--- src/rtl/arb_req_stream_mux.sv ---
// Requester side of a request/acknowledge/grant arbiter, muxing PORTS ingress
// streams onto one registered output stream. Each port raises request while it
// has a frame pending, transfers while granted, and pulses acknowledge on the
// last accepted beat.
// Optional feature macro: ARB_REQ_GRANT_TIMEOUT_EN (abandons a granted frame
// whose source stalls for TIMEOUT_CYCLES and closes it with a zero-data beat).
module arb_req_stream_mux #(
    parameter int unsigned PORTS          = 4,
    parameter int unsigned DATA_WIDTH     = 64,
    parameter int unsigned TIMEOUT_CYCLES = 256
) (
    input  logic                        clk,
    input  logic                        rst,
    input  logic [PORTS*DATA_WIDTH-1:0] s_tdata,
    input  logic [PORTS-1:0]            s_tvalid,
    input  logic [PORTS-1:0]            s_tlast,
    output logic [PORTS-1:0]            s_tready,
    output logic [PORTS-1:0]            request,
    output logic [PORTS-1:0]            acknowledge,
    input  logic [PORTS-1:0]            grant,
    input  logic                        grant_valid,
    input  logic [$clog2(PORTS)-1:0]    grant_encoded,
    output logic [DATA_WIDTH-1:0]       m_tdata,
    output logic                        m_tvalid,
    output logic                        m_tlast,
    output logic [$clog2(PORTS)-1:0]    m_tid,
    input  logic                        m_tready
`ifdef ARB_REQ_GRANT_TIMEOUT_EN
    ,
    output logic                        timeout_event
`endif
);

    localparam int unsigned IdxW = $clog2(PORTS);

    typedef enum logic [1:0] {StIdle, StReq, StXfer} state_e;

    state_e                state_q [PORTS];
    // Set once a frame has had a beat accepted; clear at a frame boundary.
    logic [PORTS-1:0]      started_q;
    logic                  grant_ok;
    logic                  grant_hit;
    logic                  out_free;
    logic [PORTS-1:0]      port_grant;
    logic [PORTS-1:0]      granted;
    logic [PORTS-1:0]      accept;
    logic                  any_accept;
    logic [DATA_WIDTH-1:0] sel_data;
    logic                  sel_last;

`ifdef ARB_REQ_GRANT_TIMEOUT_EN
    localparam int unsigned CntW = $clog2(TIMEOUT_CYCLES);
    localparam logic [CntW-1:0] CntMax = CntW'(TIMEOUT_CYCLES - 1);

    logic [CntW-1:0]       cnt_q [PORTS];
    logic [PORTS-1:0]      stall;
    logic [PORTS-1:0]      fire;
    logic [IdxW-1:0]       fire_idx;
`else
    logic                  unused_timeout;
    assign unused_timeout = (TIMEOUT_CYCLES > 1);
`endif

    // Grant qualification, per-port handshakes and the beat selected for output.
    always_comb begin
        grant_hit   = 1'b0;
        sel_data    = '0;
        sel_last    = 1'b0;
        port_grant  = '0;
        granted     = '0;
        s_tready    = '0;
        accept      = '0;
        acknowledge = '0;
        request     = '0;
        for (int i = 0; i < PORTS; i++) begin
            if (grant_encoded == IdxW'(i)) begin
                grant_hit = grant[i];
                sel_data  = s_tdata[i*DATA_WIDTH +: DATA_WIDTH];
                sel_last  = s_tlast[i];
            end
        end
        // Non-one-hot grants, or an encoding that disagrees with the vector, move nothing.
        grant_ok = grant_valid && (grant != '0) && ((grant & (grant - 1'b1)) == '0) && grant_hit;
        out_free = !m_tvalid || m_tready;
        for (int i = 0; i < PORTS; i++) begin
            port_grant[i]  = grant_ok && grant[i];
            granted[i]     = port_grant[i] && (state_q[i] == StXfer);
            s_tready[i]    = granted[i] && out_free;
            accept[i]      = s_tready[i] && s_tvalid[i];
            acknowledge[i] = accept[i] && s_tlast[i];
            request[i]     = (state_q[i] != StIdle);
        end
        any_accept = |accept;
`ifdef ARB_REQ_GRANT_TIMEOUT_EN
        stall    = '0;
        fire     = '0;
        fire_idx = '0;
        for (int i = 0; i < PORTS; i++) begin
            stall[i] = granted[i] && !s_tvalid[i] && started_q[i];
            // Wait for a free output slot so the closing beat is never dropped.
            fire[i]  = stall[i] && (cnt_q[i] == CntMax) && out_free;
            if (fire[i]) begin
                fire_idx = IdxW'(i);
            end
            acknowledge[i] = acknowledge[i] || fire[i];
        end
        timeout_event = |fire;
`endif
    end

    // Per-port request FSM.
    always_ff @(posedge clk) begin
        if (rst) begin
            started_q <= '0;
            for (int i = 0; i < PORTS; i++) begin
                state_q[i] <= StIdle;
            end
        end else begin
            for (int i = 0; i < PORTS; i++) begin
                case (state_q[i])
                    StIdle: begin
                        if (s_tvalid[i]) begin
                            state_q[i] <= StReq;
                        end
                    end
                    StReq: begin
                        if (port_grant[i]) begin
                            state_q[i] <= StXfer;
                        end
                    end
                    StXfer: begin
                        if (accept[i]) begin
                            started_q[i] <= !s_tlast[i];
                        end
`ifdef ARB_REQ_GRANT_TIMEOUT_EN
                        if (fire[i]) begin
                            state_q[i]   <= StIdle;
                            started_q[i] <= 1'b0;
                        end else
`endif
                        if (!port_grant[i]) begin
                            // Grant lost: keep requesting if a frame is open or pending.
                            state_q[i] <= (started_q[i] || s_tvalid[i]) ? StReq : StIdle;
                        end else if (!started_q[i] && !s_tvalid[i]) begin
                            // Frame boundary with nothing queued behind it.
                            state_q[i] <= StIdle;
                        end
                    end
                    default: state_q[i] <= StIdle;
                endcase
            end
        end
    end

`ifdef ARB_REQ_GRANT_TIMEOUT_EN
    // Stall counters: count granted idle cycles mid-frame, saturating at the limit.
    always_ff @(posedge clk) begin
        for (int i = 0; i < PORTS; i++) begin
            if (rst || accept[i] || fire[i]) begin
                cnt_q[i] <= '0;
            end else if (stall[i] && (cnt_q[i] != CntMax)) begin
                cnt_q[i] <= cnt_q[i] + 1'b1;
            end
        end
    end
`endif

    // Single output register stage.
    always_ff @(posedge clk) begin
        if (rst) begin
            m_tvalid <= 1'b0;
            m_tlast  <= 1'b0;
            m_tdata  <= '0;
            m_tid    <= '0;
        end else if (any_accept) begin
            m_tvalid <= 1'b1;
            m_tlast  <= sel_last;
            m_tdata  <= sel_data;
            m_tid    <= grant_encoded;
`ifdef ARB_REQ_GRANT_TIMEOUT_EN
        end else if (|fire) begin
            m_tvalid <= 1'b1;
            m_tlast  <= 1'b1;
            m_tdata  <= '0;
            m_tid    <= fire_idx;
`endif
        end else if (m_tready) begin
            m_tvalid <= 1'b0;
        end
    end

endmodule
--- config.mk ---
export PLATFORM = sky130hd
export DESIGN_NAME = arb_req_stream_mux
export DESIGN_NICKNAME = d
export VERILOG_FILES = /design/src/rtl/arb_req_stream_mux.sv
export SDC_FILE = /design/constraint.sdc
export NUM_CORES = 1
export LEC_CHECK = 0
export BUFFER_PORTS_ARGS = -buffer_cell sky130_fd_sc_hd__buf_2
export CAP_MARGIN = 20
export CELL_PAD_IN_SITES_DETAIL_PLACEMENT = 2
export CELL_PAD_IN_SITES_GLOBAL_PLACEMENT = 2
export CORE_ASPECT_RATIO = 0.8
export CORE_MARGIN = 2
export CORE_UTILIZATION = 26
export DETAILED_ROUTE_END_ITERATION = 7
export GPL_ROUTABILITY_DRIVEN = 0
export PLACE_DENSITY = 0.9
export SETUP_SLACK_MARGIN = 0.05
export SLEW_MARGIN = 20
export SYNTH_ARGS = -nofsm -noshare
export SYNTH_HDL_FRONTEND = slang
export SYNTH_SLANG_ARGS = --single-unit
--- constraint.sdc ---
create_clock -name clk -period 6.79 [get_ports clk]
set_clock_uncertainty 0.05 [all_clocks]
set_input_delay 1.0185 -clock clk [delete_from_list [all_inputs] [get_ports clk]]
set_output_delay 1.0185 -clock clk [all_outputs]
set_load 0.005 [all_outputs]
After elaboration in Yosys (flattened, before gate mapping)

Memory sizes are Yosys's and may differ from the RTL's.
Cells that the tools add are included.

Memories: 1
Bits in writable memories: 8
Bits in registers: 72
Input port bits: 274

Memories:

| memory  | depth | bits a word | read ports | clocked after Yosys merged registers in | wr ports | line | text |
|---|---|---|---|---|---|---|---|
| state_q | 4     | 2           | 4          | 0                                       | 4        | 38   | `state_e state_q [PORTS];` |

Bitwise gates (word level): 21
Add/subtract/negate cells: 1
Reduce and logical (&&, ||, !) cells: 66
Equality and inequality tests: 11
Multiplexer cells: 120

Operators with widths:

| operator              | count |
|---|---|
| $mux W64              | 4 |
| $mux W1               | 96 |
| $mux W2               | 20 |
| $logic_and A1 B1 Y1   | 27 |
| $or A1 B1 Y1          | 20 |
| $logic_not A1 Y1      | 13 |
| $eq A2 B2 Y1 const B  | 6 |
| $reduce_or A3 Y1      | 4 |
| $eq A2 B1 Y1 const B  | 5 |
| $logic_not A2 Y1      | 5 |
| $reduce_bool A2 Y1    | 5 |
| $reduce_and A2 Y1     | 4 |
| $logic_or A1 B1 Y1    | 5 |
| $and A4 B4 Y4         | 1 |
| $logic_not A4 Y1      | 1 |
| $reduce_bool A4 Y1    | 1 |
| $reduce_or A4 Y1      | 1 |
| $sub A4 B1 Y4 const B | 1 |

Longest topological paths before layout

Depth in word-level cells: 15
Depth in mapped cells: 9
Gate-level depth less buffers: 5

Worst setup path after synthesis

No wires, ideal clock.

Kind: input port to output port
Start: in grant_encoded[0]
End: out s_tready[0]
Data required time: 5.721 ns
Arrival: 2.632 ns
Path slack: 3.089 ns
Cell stages on the path: 7
Path buffers: 3
Cells stage by stage: buf_2 or3b_1 a2111oi_4 o211ai_2 buf_6 buf_6 nor3_1

Word-level cells in the longest chain between the ends: 9

RTL lines:

| what                  | line | text |
|---|---|---|
| start: declaration    | 22   | `input logic [$clog2(PORTS)-1:0] grant_encoded,` |
| $logic_not A2 Y1      | 76   | `if (grant_encoded == IdxW'(i)) begin` |
| $mux W1 (3 in series) | 76   |  |
| $mux W1 *             | 76   |  |
| $logic_and A1 B1 Y1 * | 83   | `grant_ok = grant_valid && (grant != '0) && ((grant & (grant - 1'b1)) == '0) && grant_hit;` |
| $logic_and A1 B1 Y1 * | 86   | `port_grant[i] = grant_ok && grant[i];` |
| $logic_and A1 B1 Y1 * | 87   | `granted[i] = port_grant[i] && (state_q[i] == StXfer);` |
| $logic_and A1 B1 Y1 * | 88   | `s_tready[i] = granted[i] && out_free;` |
| end: declaration      | 17   | `output logic [PORTS-1:0] s_tready,` |

Mark *: on every way between the ends. The rest lies on a longest branch, timed or not.

Final worst setup path

Start: in grant_encoded[1]
End: out acknowledge[2]

Word-level cells in the longest chain between the ends: 11

RTL lines:

| what                  | line | text |
|---|---|---|
| $logic_not A2 Y1      | 76   |  |
| $mux W1 (3 in series) | 76   |  |
| $mux W1 *             | 76   |  |
| $logic_and A1 B1 Y1 * | 83   |  |
| $logic_and A1 B1 Y1 * | 86   |  |
| $logic_and A1 B1 Y1 * | 87   |  |
| $logic_and A1 B1 Y1 * | 88   |  |
| $logic_and A1 B1 Y1 * | 89   | `accept[i] = s_tready[i] && s_tvalid[i];` |
| $logic_and A1 B1 Y1 * | 90   | `acknowledge[i] = accept[i] && s_tlast[i];` |
| end: declaration      | 19   | `output logic [PORTS-1:0] acknowledge,` |

Marks and branches as above.

==> results.py <==
metrics = {
    "critical_path": {
        "critPathMaxStageDelay_ns": 0.71,
        "worstSetupEndpointType": "output pin",
        "rr_worst_depth": 6,
        "critical_path_peak_fanout": 66,
        "critical_path.slowest_cell": "buf_4",
        "r2r-end": "m_tdata[11]",
        "cp_class": "input pin to output pin",
        "startpoint_type_of_the_worst_setup_path": "input pin",
        "register_to_register_path_setup_slack_ns": 4.11,
        "cp_data_required_time_ns": 5.72,
        "worst_path_cell_trace": "buf_2 > buf_4 > inv_1 > a2111oi_4 > o211a_4 > and3_1 > buf_2",
        "r2r_start": "state_q[2][0]",
        "crit_top_cell": "buf_2",
        "cp.arrival_ns": 3.49,
    },
    "clock_network": {
        "post_cts.repair.setup_buffers": 0,
        "cts-hold-fix-buffers": 0,
        "postCtsResizedCells": 0,
        "cts_tree": "built",
        "numCtsBuffers": 9,
        "ctsHtreeMaxLevel": 3,
        "worstSkewPairLatency_ns": 0.34,
        "clk_pin_slew_ns": 0.06,
        "clockBufferDepth": 2,
        "clock_sink_count": 80,
        "clk_root_buffer_cell": "clkbuf_16",
    },
    "timing": {
        "final.period_utilization_pct": 67.1,
        "transition_time_at_the_pin_with_the_least_slew_margin_ns": 0.964,
        "finalWorstPathRequiredPeriod_ns": 4.56,
        "final_hold_viol_count": 0,
        "max-slew-margin-rel_pct": 35.7,
        "setup-violations-final": 0,
        "final.hold.worst_slack_ns": 0.429,
        "layout_setup_ws_ns": 2.23,
        "tns_ns": 0,
        "fmax_ghz": 0.219,
        "final_max_slew_viol_count": 0,
        "grt_setup_unrepaired": "no",
    },
    "logic_synthesis": {
        "warning_count_from_the_yosys_run": 0,
        "synth-seq-area-share_pct": 31.0,
        "synthCells": 496,
        "synthesis.area_per_instance_um2": 10.9,
        "ys_ff_latch": 80,
        "async_reset_ff_share_pct": 0,
        "synthesis.nets": 770,
        "synth.lib_cells_used.distinct": 40,
        "number_of_enable_type_register_cells_in_the_synthesized_netlist": 8,
        "synth.cell_area_um2": 5430,
        "synth_flop_cell": "dfxtp_1",
    },
    "power_and_ir_drop": {
        "total_power_mw": 1.31,
        "static-leakage-power_nw": 3.11,
        "power.ir.vdd_worst_mv": 0.0799,
        "power_per_cell_area_nw_per_um2": 173,
    },
    "global_route": {
        "met1_track_demand_over_resource_in_global_routing_pct": 24.8,
        "grt_residual_overflow": 0,
        "grt_start_max_net_pins": 85,
        "grt_first_pass_wirelength_um": 35000,
        "groute.usage.overall_pct": 20.7,
        "met3_usage_pct": 5.04,
        "vias_in_the_first_global_route": 6271,
        "initial_antenna_violation_count": 5,
        "grtUsageMet2_pct": 36.3,
        "globalRoute.busiestLayer": "met2",
    },
    "die": {
        "die_h_um": 133,
        "io_pins": 354,
        "die_x_um": 166,
        "core_area_um2": 20600,
        "start_util_pct": 26.4,
        "rows": 47,
        "die_area_um2": 22100,
    },
    "routing": {
        "first_iter_violations": 285,
        "wl_um": 23700,
        "num_vias": 5682,
        "avgRoutedWirePerCell_um": 21.9,
        "ant_nets": 0,
        "post-route-drc-count": 0,
        "dr.pass1.iters": 4,
        "avgViaCountPerCell": 5.23,
    },
    "cells_and_area": {
        "final_cell_mix": "buf_2, a21oi_1, dfxtp_1",
        "final_common_cell": "buf_2",
        "net_count_reported_at_finish": 1082,
        "fin_cells": 1086,
        "postLayoutCellArea_um2": 7570,
        "areaGrowthSynthToFinish_pct": 39.4,
        "postLayoutCoreUtil_pct": 36.8,
        "drive_gt1_share_pct": 62.6,
    },
    "place": {
        "placement.cell_area_um2": 7220,
        "post_detailed_placement_half_perimeter_wirelength_um": 18100,
        "detailedPlace.worstSlack_ns": 2.19,
        "port_buffers": 353,
        "numPlacedInstances": 1066,
    },
    "outcome": {
        "status": "complete, no violations",
    },
    "hold_path": {
        "hold_start": "m_tdata[17]",
        "whs_endpoint": "m_tdata[17]",
        "hold_class": "flip-flop to flip-flop",
        "hold_path_depth": 2,
    },
    "run": {
        "cap_violations": 0,
    },
}
[sequential cells by signal (all words and copies together), names as in the netlist]
register	flops
m_tdata	64
state_q	8
started_q	4
m_tid	2
m_tlast	1
m_tvalid	1
[per-layer routing]
metal / share of wire [%] / vias up
met5: 0 / -
met4: 2.3 / 0
met3: 7.5 / 38
met2: 51 / 236
met1: 39 / 2839
li1: - / 2569
[where the power goes]
part | total (mW) | internal [mW] | switching, mW
Clock | 0.546 | 0.339 | 0.207
Sequential | 0.492 | 0.484 | 0.00844
Combinational | 0.273 | 0.135 | 0.138
Total | 1.31 | 0.958 | 0.354
[worst max path at each step]
stage	from	to	slack [ns]	cells past startpoint
2_1_floorplan	grant_encoded[0]	s_tready[0]	3.09	7
3_3_place_gp	grant_encoded[1]	acknowledge[0]	2.31	7
3_5_place_dp	grant_encoded[1]	acknowledge[2]	2.19	7
4_1_cts	grant_encoded[1]	acknowledge[0]	2.18	7
5_1_grt	grant_encoded[1]	acknowledge[2]	2.05	7
6_report	grant_encoded[1]	acknowledge[2]	2.23	7
[cells by family after synthesis]
group / Yosys count / share of synthesized area, %
buf+inv: 64 / 7.37
mux: 65 / 27.0
compound gates: 164 / 16.5
flops: 80 / 31.0
simple gates: 123 / 18.2
[cell type report]
type                       instances  area (um^2)
timing repair buffer             360         1820
clock inverter                     3         43.8
antenna                            5         12.5
clock buffer                      12          289
tap                              269          337
multi-input combinational        352         3370
fill                            2356        13000
sequential                        80         1680
inverter                           5         18.8
[synth_stat cells, drive strengths merged, types with 3 or more instances]
master,instances,area share (%)
a31oi,4,0.46
nand2,4,0.32
inv,5,0.35
o21ai,69,6.4
nor2,7,0.53
o211ai,7,1.1
nor3,9,0.83
buf,20,4.3
or3,5,0.58
a21oi,79,7.3
mux4,65,27
nand2b,3,0.35
nand3b,4,0.55
nand3,71,12
dfxtp,72,27
nand4b,6,0.97
clkbuf,39,2.7
and4b,3,0.55
edfxtp,8,4.4
[worst max-delay path, delay by kind of cell]
family                 cells  cell delay, ns
buffers and inverters      4            1.10
AO/OA/AOI/OAI              2            1.07
AND/OR/NAND/NOR            1            0.28
Power figures use the tool's default switching activity.
